$ cat config.mk
export PLATFORM = sky130hd
export DESIGN_NAME = serial_link_ddr_rx
export DESIGN_NICKNAME = d
export VERILOG_FILES = /design/src/rtl/serial_link_ddr_rx.sv
export SDC_FILE = /design/constraint.sdc
export NUM_CORES = 1
export LEC_CHECK = 0
export ABC_AREA = 0
export BUFFER_PORTS_ARGS = -buffer_cell sky130_fd_sc_hd__buf_4
export CORE_AREA = 3 3 129 131
export DETAILED_ROUTE_END_ITERATION = 10
export DIE_AREA = 0 0 132 134
export HOLD_SLACK_MARGIN = 0.05
export PLACE_DENSITY = 0.72
export SLEW_MARGIN = 5
export SYNTH_ARGS = -nofsm -noshare
export SYNTH_HDL_FRONTEND = slang
export SYNTH_SLANG_ARGS = --single-unit
$ cat constraint.sdc
create_clock -name clk_gen -period 5.5 [get_ports clk_gen]
set_input_delay 0.55 -clock clk_gen [delete_from_list [all_inputs] [get_ports clk_gen]]
set_output_delay 0.55 -clock clk_gen [all_outputs]
set_load 0.01 [all_outputs]
$ cat src/rtl/serial_link_ddr_rx.sv
// Receive side of the FPGA-to-FPGA DDR nibble link: synchronizes the link inputs,
// reassembles 32-bit words LSB-nibble first and queues them in a valid/ready FIFO.
module serial_link_ddr_rx #(
    parameter int FIFO_DEPTH  = 4,
    parameter int SYNC_STAGES = 2
) (
    input  logic        clk_gen,
    input  logic        rst_n,
    input  logic [3:0]  ddr_i,
    input  logic        ddr_rcv_clk_i,
    input  logic        link_valid_i,
    output logic [31:0] rdata_o,
    output logic        rvalid_o,
    input  logic        rready_i,
    output logic        fifo_empty_o,
    output logic        fifo_full_o,
    output logic        overflow_o,
    output logic        frame_err_o,
    input  logic        clear_i
);

    localparam int AW = (FIFO_DEPTH > 1) ? $clog2(FIFO_DEPTH) : 1;
    localparam int PW = AW + 1;

    typedef enum logic {
        IDLE,
        RECV
    } state_t;

    logic [SYNC_STAGES-1:0] lclk_chain;
    logic [SYNC_STAGES-1:0] valid_chain;
    logic [3:0]             data_chain [SYNC_STAGES];
    logic                   lclk_q;

    logic                   lclk_sync;
    logic                   valid_sync;
    logic [3:0]             data_sync;
    logic                   link_event;

    state_t                 state_q, state_d;
    logic [2:0]             nib_cnt_q, nib_cnt_d;
    logic [27:0]            shift_q, shift_d;
    logic                   seen_idle_q;

    logic                   push;
    logic [31:0]            push_word;
    logic                   frame_err_set;

    logic [31:0]            mem [FIFO_DEPTH];
    logic [PW-1:0]          wr_ptr_q;
    logic [PW-1:0]          rd_ptr_q;
    logic                   pop;
    logic                   push_ok;
    logic                   overflow_set;

    // The valid chain resets high so a frame still in flight at reset release
    // is never mistaken for an idle line.
    always_ff @(posedge clk_gen or negedge rst_n) begin
        if (!rst_n) begin
            lclk_chain  <= '0;
            valid_chain <= '1;
            lclk_q      <= 1'b0;
            for (int i = 0; i < SYNC_STAGES; i++) begin
                data_chain[i] <= '0;
            end
        end else begin
            lclk_chain    <= {lclk_chain[SYNC_STAGES-2:0], ddr_rcv_clk_i};
            valid_chain   <= {valid_chain[SYNC_STAGES-2:0], link_valid_i};
            data_chain[0] <= ddr_i;
            for (int i = 1; i < SYNC_STAGES; i++) begin
                data_chain[i] <= data_chain[i-1];
            end
            lclk_q <= lclk_sync;
        end
    end

    assign lclk_sync  = lclk_chain[SYNC_STAGES-1];
    assign valid_sync = valid_chain[SYNC_STAGES-1];
    assign data_sync  = data_chain[SYNC_STAGES-1];
    assign link_event = lclk_sync != lclk_q;

    always_ff @(posedge clk_gen or negedge rst_n) begin
        if (!rst_n) begin
            state_q     <= IDLE;
            nib_cnt_q   <= '0;
            shift_q     <= '0;
            seen_idle_q <= 1'b0;
        end else begin
            state_q   <= state_d;
            nib_cnt_q <= nib_cnt_d;
            shift_q   <= shift_d;
            if (!valid_sync) begin
                seen_idle_q <= 1'b1;
            end
        end
    end

    // The eighth nibble is pushed straight from the synchronizer so the word
    // reaches the FIFO in the same cycle it completes.
    always_comb begin
        state_d       = state_q;
        nib_cnt_d     = nib_cnt_q;
        shift_d       = shift_q;
        push          = 1'b0;
        frame_err_set = 1'b0;
        push_word     = {data_sync, shift_q};
        case (state_q)
            IDLE: begin
                if (link_event && valid_sync && seen_idle_q) begin
                    shift_d[3:0] = data_sync;
                    nib_cnt_d    = 3'd1;
                    state_d      = RECV;
                end
            end
            RECV: begin
                if (!valid_sync) begin
                    frame_err_set = 1'b1;
                    nib_cnt_d     = '0;
                    state_d       = IDLE;
                end else if (link_event) begin
                    if (nib_cnt_q == 3'd7) begin
                        push      = 1'b1;
                        nib_cnt_d = '0;
                        state_d   = IDLE;
                    end else begin
                        for (int i = 1; i < 7; i++) begin
                            if (nib_cnt_q == 3'(i)) begin
                                shift_d[4*i +: 4] = data_sync;
                            end
                        end
                        nib_cnt_d = nib_cnt_q + 3'd1;
                    end
                end
            end
            default: begin
                state_d   = IDLE;
                nib_cnt_d = '0;
            end
        endcase
    end

    assign fifo_empty_o = wr_ptr_q == rd_ptr_q;
    assign fifo_full_o  = (wr_ptr_q[AW-1:0] == rd_ptr_q[AW-1:0]) &&
                          (wr_ptr_q[AW] != rd_ptr_q[AW]);
    assign rvalid_o     = !fifo_empty_o;
    assign rdata_o      = fifo_empty_o ? '0 : mem[rd_ptr_q[AW-1:0]];

    assign pop          = rvalid_o && rready_i;
    assign push_ok      = push && (!fifo_full_o || pop);
    assign overflow_set = push && fifo_full_o && !pop;

    always_ff @(posedge clk_gen) begin
        if (push_ok) begin
            mem[wr_ptr_q[AW-1:0]] <= push_word;
        end
    end

    always_ff @(posedge clk_gen or negedge rst_n) begin
        if (!rst_n) begin
            wr_ptr_q <= '0;
            rd_ptr_q <= '0;
        end else begin
            if (push_ok) begin
                wr_ptr_q <= wr_ptr_q + PW'(1);
            end
            if (pop) begin
                rd_ptr_q <= rd_ptr_q + PW'(1);
            end
        end
    end

    // A new error in the same cycle as clear_i must stay visible.
    always_ff @(posedge clk_gen or negedge rst_n) begin
        if (!rst_n) begin
            overflow_o  <= 1'b0;
            frame_err_o <= 1'b0;
        end else begin
            if (overflow_set) begin
                overflow_o <= 1'b1;
            end else if (clear_i) begin
                overflow_o <= 1'b0;
            end
            if (frame_err_set) begin
                frame_err_o <= 1'b1;
            end else if (clear_i) begin
                frame_err_o <= 1'b0;
            end
        end
    end

endmodule

# --- Word level (Yosys, flattened, before mapping) ---
# Memories as Yosys holds them, arrays and structs flattened.
# Cells that the tools add are included.
# W data, S select, Z words.
totals:
  mem_bits_rw: 128
  memories: 1
  ff_bits: 54
  inputBits: 10
memory_table:
  columns: ["memory", "words", "width", "rd", "rd_clocked_by_memory_dff", "write_ports", "line_no", "source"]
  rows:
  - ["mem", 4, 32, 1, 0, 1, "49", "logic [31:0] mem [FIFO_DEPTH];"]
op_classes:
  bitwise_logic: 2
  eq_ne: 13
  reduce_logical: 21
  mux: 22
  n_addsub: 3
ops:
  columns: ["cell", "n"]
  rows:
  - ["$mux W32", 1]
  - ["$reduce_and A5 Y1", 6]
  - ["$mux W1", 15]
  - ["$eq A3 B3 Y1 const B", 4]
  - ["$mux W3", 4]
  - ["$add A3 B1 Y3 const B", 3]
  - ["$logic_and A1 B1 Y1", 7]
  - ["$eq A3 B2 Y1 const B", 2]
  - ["$pmux W3 S2", 1]
  - ["$reduce_and A2 Y1", 2]
  - ["$reduce_bool A2 Y1", 2]
  - ["$eq A3 B1 Y1 const B", 1]
  - ["$eq A3 B3 Y1", 1]
  - ["$logic_not A1 Y1", 3]
  - ["$ne A3 B3 Y1 const B", 1]
  - ["$eq A2 B2 Y1", 1]
  - ["$ne A1 B1 Y1", 2]
  - ["$ne A2 B2 Y1 const B", 1]
  - ["$not A1 Y1", 2]
  - ["$pmux W1 S2", 1]
  - ["$logic_or A1 B1 Y1", 1]

# --- Longest topological paths before layout ---
depth:
  word_depth: 8
  ltp_mapped: 6
  ltp_nobuf: 5

# --- Worst setup path after synthesis ---
# No wires, ideal clock.
synth_path:
  path_kind: "register to register"
  startpoint: "register nib_cnt_q[0]"
  endpoint: "memory mem[3][0], enable pin"
  period_less_slack_ns: 3.969
  setup_time_ns: 0.472
  n_path_buf: 0
  arrival_time_ns: 3.496
  path_slack_ns: 1.531
  path_stages_with_launch: 5
  cell_sequence: "dfrtp_1 ha_1 ha_1 nand4b_1 nor3b_1"
synth_via:
  elab_chain_len: 8
synth_lines:
  columns: ["item", "line_no", "source"]
  rows:
  - ["start: declaration", "41", "logic [2:0] nib_cnt_q, nib_cnt_d;"]
  - ["start signal: assignment", "90", "nib_cnt_q <= nib_cnt_d;"]
  - ["$eq A3 B3 Y1", "121", "if (nib_cnt_q == 3'd7) begin"]
  - ["$mux W1", "121", null]
  - ["$mux W1", "120", "end else if (link_event) begin"]
  - ["$mux W1", "116", "if (!valid_sync) begin"]
  - ["$mux W1", "107", "case (state_q)"]
  - ["$logic_and A1 B1 Y1", "149", "assign push_ok = push && (!fifo_full_o || pop);"]
  - ["$mux W1", "153", "if (push_ok) begin"]
  - ["$mux W1 (implied by the code)", "154", "mem[wr_ptr_q[AW-1:0]] <= push_word;"]
  - ["end: declaration", "49", null]
# Every way passes these cells.

# --- Worst setup path in the final report ---
layout_path:
  startpoint: "register rd_ptr_q[0]"
  endpoint: "output rdata_o[22]"
layout_via:
  elab_chain_len: 2
  elab_cells_between_ends: 3
layout_lines:
  columns: ["item", "line_no", "source"]
  rows:
  - ["start: declaration", "51", "logic [PW-1:0] rd_ptr_q;"]
  - ["start signal: assignment", "167", "rd_ptr_q <= rd_ptr_q + PW'(1);"]
  - ["$mem_v2 Z4 W32 or $eq A3 B3 Y1 (tied branches)", null, null]
  - ["$mux W32 *", "146", "assign rdata_o = fifo_empty_o ? '0 : mem[rd_ptr_q[AW-1:0]];"]
  - ["end: declaration", "12", "output logic [31:0] rdata_o,"]
# Every way passes the cells marked *; elsewhere a longest branch is shown, timed or not.

==> reports/metrics.csv <==
stage,metric,value,unit
outcome,outcome,"complete, no violations",
yosys,synth-edff-count,128,
worst_setup_path,path_cells,buf_4 -> mux4_2 -> and2_1 -> buf_4,
worst_setup_path,rr_startpoint,nib_cnt_q[0]$_DFFE_PN0P_,
worst_setup_path,cp.required,4950,ps
final_layout,num_antenna_cells,0,
clocking,cts_hold_buf,0,
clocking,cts-buffers-inserted,17,
worst_setup_path,r2r_end,mem[2][8]$_DFFE_PP_,
power_and_ir_drop,p_per_area,472.7,nW/um2
detailed_routing,dr.pass1.iters,4,
yosys,netlist-cell-type-count,32,
yosys,synth_area_leaders,"edfxtp_1, dfrtp_1, mux4_2",
timing,fin_crit,2865,ps
clocking,cts_buffer_depth,2,
power_and_ir_drop,finalPower,0.003894,W
yosys,synth-main-ff-cell,edfxtp_1,
clocking,clkLatencyLatePin,430,ps
worst_hold_path,min-delay-path-class,primary input to asynchronous set/reset pin,
detailed_routing,wl_per_cell,18.67,um
yosys,synth_top_area_frac,0.5492,
power_and_ir_drop,internal_power,0.002903,W
timing,fin_worst_skew,5.859,ps
worst_setup_path,crit_family,buffers and inverters,
global_route,antenna_found_initial,0,
clocking,cts_resized,0,
floorplan,num_rows,46,
detailed_routing,dr.first_iter.drc_count,303,
floorplan,core_area,15710,um2
placement,io_buffer_count,46,
power_and_ir_drop,irDropWorstVdd,0.0003656,V
power_and_ir_drop,comb_power_share,0.246,
placement,post-dp-hpwl,7059,um
job,cap_violations,0,
floorplan,die_y,134,um
final_layout,final_core_utilization,0.5244,
detailed_routing,vias_per_cell,5.128,
floorplan,initial_core_util,0.4455,
worst_setup_path,cp.depth,4,
worst_setup_path,cp-end-kind,output port,
timing,rsz0062_at_grt,false,
worst_setup_path,cp-start-kind,flip-flop,
yosys,synth_area,6999,um2
timing,finalHoldViolCount,0,
worst_setup_path,worstSetupStartpoint,rd_ptr_q[0]$_DFFE_PN0P_,
timing,maxSlewHeadroom,0.2455,
power_and_ir_drop,switchingPower,0.0009918,W
timing,period_share,0.5209,
clocking,cts.sink_count,182,
detailed_routing,postRouteAntennaNets,0,
placement,place_congestion,0.7557,
yosys,syn_avg_cell_area,19.72,um2
timing,max_freq,349.0,MHz
global_route,grt_first_pass_wirelength,19600,um
timing,tns,0,ps
clocking,cts_tree,yes,
worst_setup_path,slowest_stage,mux4_2,
worst_setup_path,ff2ff_path_depth,5,
detailed_routing,via_count,3282,
worst_setup_path,cp_common_cell,buf_4,
power_and_ir_drop,seqPwrFrac,0.422,
floorplan,io_pins,47,
global_route,grt_pass1_vias,3470,
power_and_ir_drop,p_clk_frac,0.332,
worst_setup_path,crit_buf_inv,2,
floorplan,dieArea,17690,um2
clocking,cts_max_level,4,
yosys,synth.net_count,376,
timing,tightest_slew,1127,ps
detailed_routing,routed_wirelength,11950,um
yosys,synthCells,355,
worst_setup_path,endpoint,rdata_o[22],
yosys,ys_async_sr_fraction,0.2967,
global_route,grt_overflow,0,
floorplan,die_x,132,um
final_layout,fin_nets,432,
detailed_routing,drc,0,
clocking,cts-root-buf,clkbuf_16,
worst_setup_path,max_stage_delay,620,ps
final_layout,drive_gt1_frac,0.3538,
timing,fin_hold_ws,171.7,ps
final_layout,syn_to_final_growth,17.72,%
global_route,grt_max_degree,55,
timing,setup_viol,0,
final_layout,final_cell_mix,"edfxtp_1, dfrtp_1, buf_4",
final_layout,final_common_cell,edfxtp_1,
worst_setup_path,crit_type,flip-flop to output port,
worst_setup_path,ff2ff_setup_slack,2800,ps
clocking,cts_setup_buffers,0,
worst_setup_path,critical_path_peak_fanout,34,
clocking,path_clk_slew,60,ps
yosys,yosys_warnings,0,
worst_setup_path,cp.arrival,2310,ps
timing,drv_slew,0,
global_route,track_usage,0.1488,
yosys,synth_seq_area_share,0.7426,
power_and_ir_drop,switching_share,0.2547,
yosys,synth_top_area_cell,edfxtp_1,
yosys,synth_seq_cells,182,
power_and_ir_drop,leakage,3.099,nW
through the flow:
| stage | instance area [um2] | setup WS [ps] | instances |
|---|---|---|---|
| global placement | 7602 | 2928 | 608 |
| global route | 8239 | 2352 | 640 |
| floorplan | 6999 | 1531 | 355 |
| detailed placement | 7602 | 2799 | 608 |
| CTS | 8239 | 2497 | 640 |
| finish | 8239 | 2635 | 640 |
metal layers:
metal	vias to the layer above	part of all wire	GRT usage	wire length, um
met5	-	0	0	0
met4	0	0.015	0.06651	184
met3	15	0.044	0.04314	520
met2	67	0.50	0.2355	6008
met1	1711	0.44	0.1935	5235
li1	1489	-	-	-
flip-flops by register name, summed over array words and instances, names as in the netlist, 2 cells and up:
signal / count
valid_chain: 2
rd_ptr_q: 3
data_chain: 4
shift_q: 28
lclk_chain: 2
mem: 128
data_sync: 4
wr_ptr_q: 3
nib_cnt_q: 3
power groups by stage:
stage | clock network (W) | logic [W] | registers [W]
finish | 0.00129 | 0.000958 | 0.00164
floorplan | 0 | 0.000634 | 0.00164
global placement | 0 | 0.000979 | 0.00166
detailed placement | 0 | 0.000988 | 0.00167
global route | 0.00138 | 0.00105 | 0.00166
CTS | 0.00132 | 0.000993 | 0.00164
cells in the mapped netlist, types with 3 or more instances:
master,count
a21oi_1,5
and2_1,32
and2_2,3
buf_2,4
clkbuf_1,7
dfrtp_1,52
edfxtp_1,128
ha_1,11
inv_1,9
mux2_2,30
mux4_2,32
nand2_1,6
nand3_1,6
nor2_1,3
xnor2_1,7
layout make-up:
class | instances | area (um2)
multi-input combinational | 152 | 1719
clock inverter | 14 | 207.7
fill | 1251 | 7473
clock buffer | 18 | 429.2
inverter | 9 | 33.78
tap | 216 | 270.3
timing repair buffer | 49 | 380.4
sequential | 182 | 5199
worst min-delay path by stage:
stage | start | endpoint | slack (ps) | cells past startpoint
2_1_floorplan | rst_n | data_chain[4]$_DFF_PN0_ | 250 | 0
5_1_grt | ddr_i[2] | data_chain[6]$_DFF_PN0_ | 200 | 1
3_3_place_gp | data_chain[6]$_DFF_PN0_ | data_sync[2]$_DFF_PN0_ | 330 | 0
6_report | rst_n | data_sync[1]$_DFF_PN0_ | 170 | 1
3_5_place_dp | data_chain[7]$_DFF_PN0_ | data_sync[3]$_DFF_PN0_ | 340 | 0
4_1_cts | rst_n | overflow_o$_DFFE_PN0P_ | 190 | 1
kinds of logic (layout without fill, tap and decap cells):
logic type                 count (synthesis)  in the layout  synth area share
muxes                                     62             62            0.1512
AOI/OAI and AO/OA                         11             11          0.009475
DFF                                      182            182            0.7426
and+or+nand+nor                           60             60           0.05452
xor gates and xnor gates                   8              8           0.01001
buffers and inverters                     21             90           0.01251
adders and majority gates                 11             11           0.01966
(Power assumes the default switching activity.)
